<file path="src/rtl/pipeline_stall_ctrl_pkg.sv">
// Shared CPU constants for the stall/flush controller: FSM encodings and
// the default performance-counter width.
package pipeline_stall_ctrl_pkg;

    localparam int CNT_W_DEF = 32;

    typedef enum logic {
        IDLE = 1'b0,
        WAIT = 1'b1
    } state_e;

endpackage

</file>
<file path="src/rtl/pipeline_stall_ctrl_sat_counter.sv">
// Saturating event counter: holds at all-ones instead of wrapping.
module sat_counter #(
    parameter int W = 32
) (
    input  logic         clk_i,
    input  logic         rst_i,
    input  logic         inc_i,
    output logic [W-1:0] cnt_o
);

    always_ff @(posedge clk_i) begin
        if (rst_i) begin
            cnt_o <= '0;
        end else if (inc_i && (cnt_o != {W{1'b1}})) begin
            cnt_o <= cnt_o + 1'b1;
        end
    end

endmodule

</file>
<file path="src/rtl/pipeline_stall_ctrl.sv">
// Central stall/flush controller: merges load-use stall, ID branch flush and
// the data-cache handshake into per-stage enables, plus stall counters.
module pipeline_stall_ctrl
    import pipeline_stall_ctrl_pkg::*;
#(
    parameter int CNT_W = CNT_W_DEF
) (
    input  logic             clk_i,
    input  logic             rst_i,
    input  logic             hz_stall_i,
    input  logic             hz_noop_i,
    input  logic             hz_pcwrite_i,
    input  logic             flush_i,
    input  logic             mem_req_i,
    input  logic             mem_ack_i,
    output logic             mem_enable_o,
    output logic             pc_we_o,
    output logic             if_id_we_o,
    output logic             if_id_flush_o,
    output logic             id_ex_bubble_o,
    output logic             pipe_we_o,
    output logic [CNT_W-1:0] stall_cnt_o,
    output logic [CNT_W-1:0] loaduse_cnt_o,
    output logic [CNT_W-1:0] memwait_cnt_o,
    output logic [CNT_W-1:0] flush_cnt_o
);

    state_e state;
    logic   lu;
    logic   mstall;
    logic   run;

    always_comb begin
        lu     = hz_stall_i | hz_noop_i | ~hz_pcwrite_i;
        mstall = (state == WAIT) ? ~mem_ack_i : (mem_req_i & ~mem_ack_i);
        // A cache freeze outranks everything; lu/flush are re-evaluated after release.
        run    = ~rst_i & ~mstall;

        mem_enable_o   = ~rst_i & ((state == WAIT) | mem_req_i);
        pc_we_o        = run & ~lu;
        if_id_we_o     = run & ~lu;
        pipe_we_o      = run;
        id_ex_bubble_o = run & lu;
        // Branch operands are stale during a load-use stall, so the flush waits.
        if_id_flush_o  = run & ~lu & flush_i;
    end

    always_ff @(posedge clk_i) begin
        if (rst_i) begin
            state <= IDLE;
        end else begin
            case (state)
                IDLE:    if (mstall)    state <= WAIT;
                WAIT:    if (mem_ack_i) state <= IDLE;
                default:                state <= IDLE;
            endcase
        end
    end

    sat_counter #(.W(CNT_W)) u_stall_cnt (
        .clk_i (clk_i),
        .rst_i (rst_i),
        .inc_i (mstall | lu),
        .cnt_o (stall_cnt_o)
    );

    sat_counter #(.W(CNT_W)) u_memwait_cnt (
        .clk_i (clk_i),
        .rst_i (rst_i),
        .inc_i (mstall),
        .cnt_o (memwait_cnt_o)
    );

    sat_counter #(.W(CNT_W)) u_loaduse_cnt (
        .clk_i (clk_i),
        .rst_i (rst_i),
        .inc_i (lu & ~mstall),
        .cnt_o (loaduse_cnt_o)
    );

    sat_counter #(.W(CNT_W)) u_flush_cnt (
        .clk_i (clk_i),
        .rst_i (rst_i),
        .inc_i (if_id_flush_o),
        .cnt_o (flush_cnt_o)
    );

endmodule

</file>
<file path="config.mk">
export PLATFORM = sky130hd
export DESIGN_NAME = pipeline_stall_ctrl
export DESIGN_NICKNAME = d
export VERILOG_FILES = /design/src/rtl/pipeline_stall_ctrl_pkg.sv /design/src/rtl/pipeline_stall_ctrl_sat_counter.sv /design/src/rtl/pipeline_stall_ctrl.sv
export SDC_FILE = /design/constraint.sdc
export NUM_CORES = 1
export LEC_CHECK = 0
export ABC_AREA = 1
export BUFFER_PORTS_ARGS = -buffer_cell sky130_fd_sc_hd__buf_2
export CAP_MARGIN = 20
export CORE_ASPECT_RATIO = 1.2
export CORE_MARGIN = 2
export CORE_UTILIZATION = 35
export DETAILED_ROUTE_END_ITERATION = 6
export PLACE_DENSITY = 0.51
export SLEW_MARGIN = 20
export SYNTH_ARGS = -nofsm -noshare
export SYNTH_HDL_FRONTEND = slang
export SYNTH_SLANG_ARGS = --single-unit
</file>
<file path="constraint.sdc">
create_clock -name clk_i -period 2.3 [get_ports clk_i]
set_clock_uncertainty 0.05 [all_clocks]
set_input_delay 0.115 -clock clk_i [delete_from_list [all_inputs] [get_ports clk_i]]
set_output_delay 0.115 -clock clk_i [all_outputs]
set_load 0.02 [all_outputs]
</file>
==> impl_metrics.toml, run 1 <==
[status]
outcome = "completed"

[sta]
max_freq_ghz = 0.491
period_minus_slack_ns = 2.04
worst_slew_margin_rel_pct = 61.7
final-hold-violation-count = 0
finalCritPeriodShare_pct = 88.5
tns_ns = 0
rsz0062_at_grt = "false"
setup_violations = 0
tightest_slew_ns = 0.570
drv_slew = 0

[final_layout]
fill_cells = 2517
final_cell_area_um2 = 9570
drive_above_1_share_pct = 18.0
diodes = 0
final_core_util_pct = 42.9
synthToLayoutAreaGrowth_pct = 21.4
final_net_count = 1477

[route]
viasPerCell = 4.79
drt_iter0_drc = 377
num_vias = 8424
drcViolationCount = 0
avgRoutedWirePerCell_um = 13.5
wirelength_mm = 23.7
dr.pass1.iters = 5
postRouteAntennaNets = 0

[power_and_ir_drop]
p_comb_share_pct = 4.9
clock_power_share_pct = 50.5
ir_worst_vdd_v = 0.000518
total_power_uw = 5100
p_int_uw = 3840
p_seq_share_pct = 44.6
p_per_area_nw_per_um2 = 533
p_switching_uw = 1260
p_leak_uw = 0.00416
swShare_pct = 24.7

[floorplan]
chipHeight_um = 168
ios = 142
fp.dieW_um = 141
start_util_pct = 35.4
dieArea_um2 = 23700
coreArea_um2 = 22300
rows = 60

[setup_path]
ff2ff_setup_slack_ns = 0.32
critical_path_class = "flop to output port"
path_max_fanout = 11
arrival_ns = 1.87
start_kind = "flop"
cp.required_ns = 2.13
crit_path_end_kind = "output port"

[cts]
cts_max_level = 4
cts_root_buffer = "clkbuf_16"
hold_buffers = 0
cts_setup_buffers = 0
numCtsBuffers = 17
cts_max_path_buffers = 2
cts_resized = 0
cts.clk_slew.worst_paths_ns = 0.06
clock_latency_ns = 0.43
cts_tree = "built"
clock_sinks = 129

[global_route]
first_global_vias = 7813
overflow = 0
grt_pass1_wl_mm = 38.8
grtUsageTotal_pct = 20.2
antenna_found_initial = 0
grt_max_degree = 95

[placement]
port_buffers = 141
dp_hpwl_mm = 17.6
gp_congestion = 0.866
dpl-instance-area_um2 = 9030

[yosys]
yosys.area.top_type = "dfxtp_1"
synth_ff_type = "dfxtp_1"
syn_inst = 1306
ys_seq_area_share_pct = 32.8
synth_top_cells_by_area = "dfxtp_1 33%, nand2_1 19%, nor2_1 14%"
ys_types = 32
yosys_register_bits = 129
synth_edf_count = 0
synth_area_um2 = 7880
yosysWarnings = 0
synth-async-reset-ratio_pct = 0
syn_avg_cell_area_um2 = 6.04
synth.top_cell.area_share_pct = 32.8
synth.net_count = 1318

[hold_path]
hold_class = "input pin to flop"

[job]
cap_violations = 0
## Yosys cell counts, types with 4 or more instances
cell	number
inv_1	105
nand4_1	20
o21ai_1	7
nand2_2	15
nor3_1	11
nor2_1	301
clkbuf_1	13
dfxtp_1	129
nand3b_1	10
and2_1	10
o21ai_0	13
a21oi_2	11
buf_2	12
ha_1	4
nand3_2	9
nand3_1	98
nor2_2	14
xnor2_1	5
xor2_1	17
nor2_4	4
nand2_1	391
a21oi_1	86
buf_6	7
## placed cells by master, fill, tap and decap left out, types with 3 or more instances in the layout
master / netlist / routed
inv_1: 105 / 104
nand2_2: 15 / 15
clkbuf_1: 13 / 4
nor2_1: 301 / 301
o21ai_0: 13 / 13
buf_4: 1 / 31
a21oi_1: 86 / 86
nand3_1: 98 / 98
nand2_1: 391 / 391
buf_2: 12 / 141
o21ai_1: 7 / 7
ha_1: 4 / 4
nand3b_1: 10 / 10
nor3_1: 11 / 11
buf_12: 0 / 3
clkinv_2: 0 / 6
nand3_2: 9 / 9
xnor2_1: 5 / 5
dfxtp_1: 129 / 129
xor2_1: 17 / 17
nor2_4: 4 / 4
clkbuf_16: 0 / 17
nor2_2: 14 / 14
and2_1: 10 / 10
a21oi_2: 11 / 11
nand4_1: 20 / 20
## stage by stage
step | instances | setup slack [ns] | hold WS (ns)
floorplan | 1306 | 0.443 | 0.324
global placement | 1725 | 0.364 | 0.456
detailed placement | 1725 | 0.320 | 0.462
CTS | 1757 | 0.238 | 0.110
global route | 1757 | 0.0547 | 0.149
finish | 1757 | 0.264 | 0.123
## worst max-delay path: stages, from the launching register on
cell and delay (ns):
dfxtp_1 0.34, o21bai_2 0.20, buf_4 0.25, nand2_1 0.12
buf_4 0.18, nor2_1 0.16, buf_2 0.20
## area by class of cell
class,instances,area (um2),share of cell area [%]
multi-input cells,1035,4700,49.1
flip-flops and latches,129,2580,27.0
repair buffers,175,998,10.4
clock buffers,22,454,4.75
inverters,107,403,4.21
well taps,279,349,3.65
clock inverters,10,87.6,0.915
## worst paths after layout
| path | from | endpoint | cells past startpoint |
|---|---|---|---|
| setup / recovery | state$_SDFF_PP0_ | pc_we_o | 6 |
| hold reg to reg | u_loaduse_cnt.cnt_o[22]$_SDFFE_PP0P_ | u_loaduse_cnt.cnt_o[22]$_SDFFE_PP0P_ | 2 |
| setup reg to reg | u_stall_cnt.cnt_o[0]$_SDFFE_PP0P_ | u_stall_cnt.cnt_o[30]$_SDFFE_PP0P_ | 9 |
| hold / removal | mem_ack_i | u_memwait_cnt.cnt_o[24]$_SDFFE_PP0P_ | 6 |
## sequential cells by signal, summed over array words and instances, names as in the netlist
register,flops
u_flush_cnt.cnt_o,32
state,1
u_stall_cnt.cnt_o,32
u_memwait_cnt.cnt_o,32
u_loaduse_cnt.cnt_o,32
## power by group through the flow
stage	logic [uW]	registers (uW)	clock network (uW)
floorplan	141	2340	0
global placement	253	2320	0
detailed placement	253	2320	0
CTS	253	2270	2640
global route	281	2280	2720
finish	249	2270	2580
## metal layers
metal	global-route usage [%]	vias up	part of all wire, %
met5	0	-	0
met4	6.83	0	1.5
met3	3.53	29	4.0
met2	34.8	161	47
met1	25.5	3781	47
li1	-	4453	-
## kinds of logic (layout without fill, tap and decap cells)
family	count (synthesis)	after routing	share of synthesized area, %
adders and majority gates	4	4	0.635
AOI/OAI and AO/OA	120	120	8.25
xor gates and xnor gates	22	22	2.44
DFF	129	129	32.8
buffers and inverters	142	314	7.67
and+or+nand+nor	889	889	48.2
(Power assumes the default switching activity.)
==> inputs of run 2 (changes only) <==
Settings changed: BUFFER_PORTS_ARGS -buffer_cell sky130_fd_sc_hd__buf_2 to unset, DONT_BUFFER_PORTS set to 1, GPL_ROUTABILITY_DRIVEN set to 1, PLACE_DENSITY 0.51 to 0.46.
==> impl_metrics.toml, run 2 (same netlist as run 1, synthesis figures left out) <==
[status]
outcome = "completed"

[cts]
clock_sinks = 129
cts_root_buffer = "clkbuf_16"
cts.clk_slew.worst_paths_ns = 0.06
cts_max_path_buffers = 2
cts_tree = "built"
cts_max_level = 4
clock_latency_ns = 0.43
numCtsBuffers = 17

[route]
dr.pass1.iters = 5
postRouteAntennaNets = 0
viasPerCell = 4.86
num_vias = 8357
wirelength_mm = 25.2
drt_iter0_drc = 376
drcViolationCount = 0
avgRoutedWirePerCell_um = 14.6

[final_layout]
diodes = 0
layout_commonest_cell = "nand2_1"
synthToLayoutAreaGrowth_pct = 24.3
drive_above_1_share_pct = 16.1
final_net_count = 1441
final_cell_mix = "391 x nand2_1, 301 x nor2_1, 134 x buf_4"

[power_and_ir_drop]
p_int_uw = 4380
p_leak_uw = 0.00403
p_seq_share_pct = 39.6
clock_power_share_pct = 55.9
p_comb_share_pct = 4.5
swShare_pct = 23.3
total_power_uw = 5710
ir_worst_vdd_v = 0.000478
p_per_area_nw_per_um2 = 583
p_switching_uw = 1330

[global_route]
antenna_found_initial = 0
grt_max_degree = 95
first_global_vias = 8282
grt_pass1_wl_mm = 42.1
overflow = 0
grtUsageTotal_pct = 21.9

[sta]
final-hold-violation-count = 0
period_minus_slack_ns = 2.05
rsz0062_at_grt = "false"
max_freq_ghz = 0.489
worst_slew_margin_rel_pct = 61.4
finalCritPeriodShare_pct = 89.0
tns_ns = 0
tightest_slew_ns = 0.576
setup_ws_ns = 0.254
setup_violations = 0
drv_slew = 0

[hold_path]
whs_endpoint = "state$_SDFF_PP0_"
hold_depth = 3
min_from = "mem_req_i"
hold_class = "input pin to flop"

[placement]
dp_hpwl_mm = 18.6
gp_congestion = 0.802
port_buffers = 0
dp_slack_ns = 0.255

[floorplan]
rows = 60
ios = 142
coreArea_um2 = 22300
start_util_pct = 35.4
dieArea_um2 = 23700
chipHeight_um = 168
fp.dieW_um = 141

[setup_path]
path_max_fanout = 5
critical_path_class = "flop to flop"
reg2reg_from = "u_stall_cnt.cnt_o[6]$_SDFFE_PP0P_"
arrival_ns = 2.32
start_kind = "flop"
r2r_cells = 9
crit_path_end_kind = "flop"
ff2ff_setup_slack_ns = 0.25
worst_r2r_endpoint = "u_stall_cnt.cnt_o[26]$_SDFFE_PP0P_"
cp.required_ns = 2.57

[job]
cap_violations = 0
## run 2: power groups by stage
stage               Combinational, uW  Clock (uW)  Sequential, uW
floorplan                         141           0            2340
global placement                  237           0            2310
detailed placement                237           0            2310
CTS                               259        3270            2260
global route                      286        3360            2270
finish                            255        3190            2260
## run 2: stage by stage
stage | utilization (%) | std cells | hold WS, ns | cell area, um2
2_1_floorplan | - | 1306 | 0.324 | 7880
3_3_place_gp | 40.7 | 1686 | 0.132 | 9080
4_1_cts | 43.9 | 1721 | 0.0723 | 9800
5_1_grt | 43.9 | 1721 | 0.0920 | 9800
6_report | 43.9 | 1721 | 0.0730 | 9800
3_5_place_dp | 40.7 | 1686 | 0.132 | 9080
## run 2: area by class of cell
cell class	instances	area (um2)
clock buffers	17	425
clock inverters	15	255
fillers	2402	12500
inverters	107	403
multi-input cells	1035	4700
flip-flops and latches	129	2580
well taps	279	349
repair buffers	139	1090
## run 2: worst max-delay path, stage by stage (launching register included)
cell and delay (ns):
dfxtp_1 0.54, nand2_1 0.12, nor2_1 0.10, nand2_1 0.12
nor2_1 0.35, nand2_1 0.24, nor2_1 0.23, nand3_1 0.09
nand2_1 0.07, nor2_1 0.04
## run 2: what timing repair did
action | CTS | global route
hold endpoints to repair | 37 | 0
hold buffers | 3 | 0
gates resized for setup | 0 | 0
setup buffers | 0 | 0
## run 2: worst max-delay path by stage
stage	start	depth (start not counted)	end	slack, ns
2_1_floorplan	u_loaduse_cnt.cnt_o[0]$_SDFFE_PP0P_	10	u_loaduse_cnt.cnt_o[20]$_SDFFE_PP0P_	0.44
3_3_place_gp	u_stall_cnt.cnt_o[0]$_SDFFE_PP0P_	10	u_stall_cnt.cnt_o[26]$_SDFFE_PP0P_	0.26
3_5_place_dp	u_stall_cnt.cnt_o[6]$_SDFFE_PP0P_	9	u_stall_cnt.cnt_o[26]$_SDFFE_PP0P_	0.25
4_1_cts	u_stall_cnt.cnt_o[6]$_SDFFE_PP0P_	9	u_stall_cnt.cnt_o[26]$_SDFFE_PP0P_	0.25
5_1_grt	u_stall_cnt.cnt_o[6]$_SDFFE_PP0P_	9	u_stall_cnt.cnt_o[26]$_SDFFE_PP0P_	0.06
6_report	u_stall_cnt.cnt_o[6]$_SDFFE_PP0P_	9	u_stall_cnt.cnt_o[26]$_SDFFE_PP0P_	0.25
## run 2: routing by layer
metal / up-vias / global-route usage (%) / share of wire (%)
met5: - / 0 / 0
li1: 4385 / - / -
met1: 3763 / 26.4 / 44
met3: 29 / 6.06 / 6.2
met4: 0 / 6.43 / 1.4
met2: 180 / 38.0 / 48
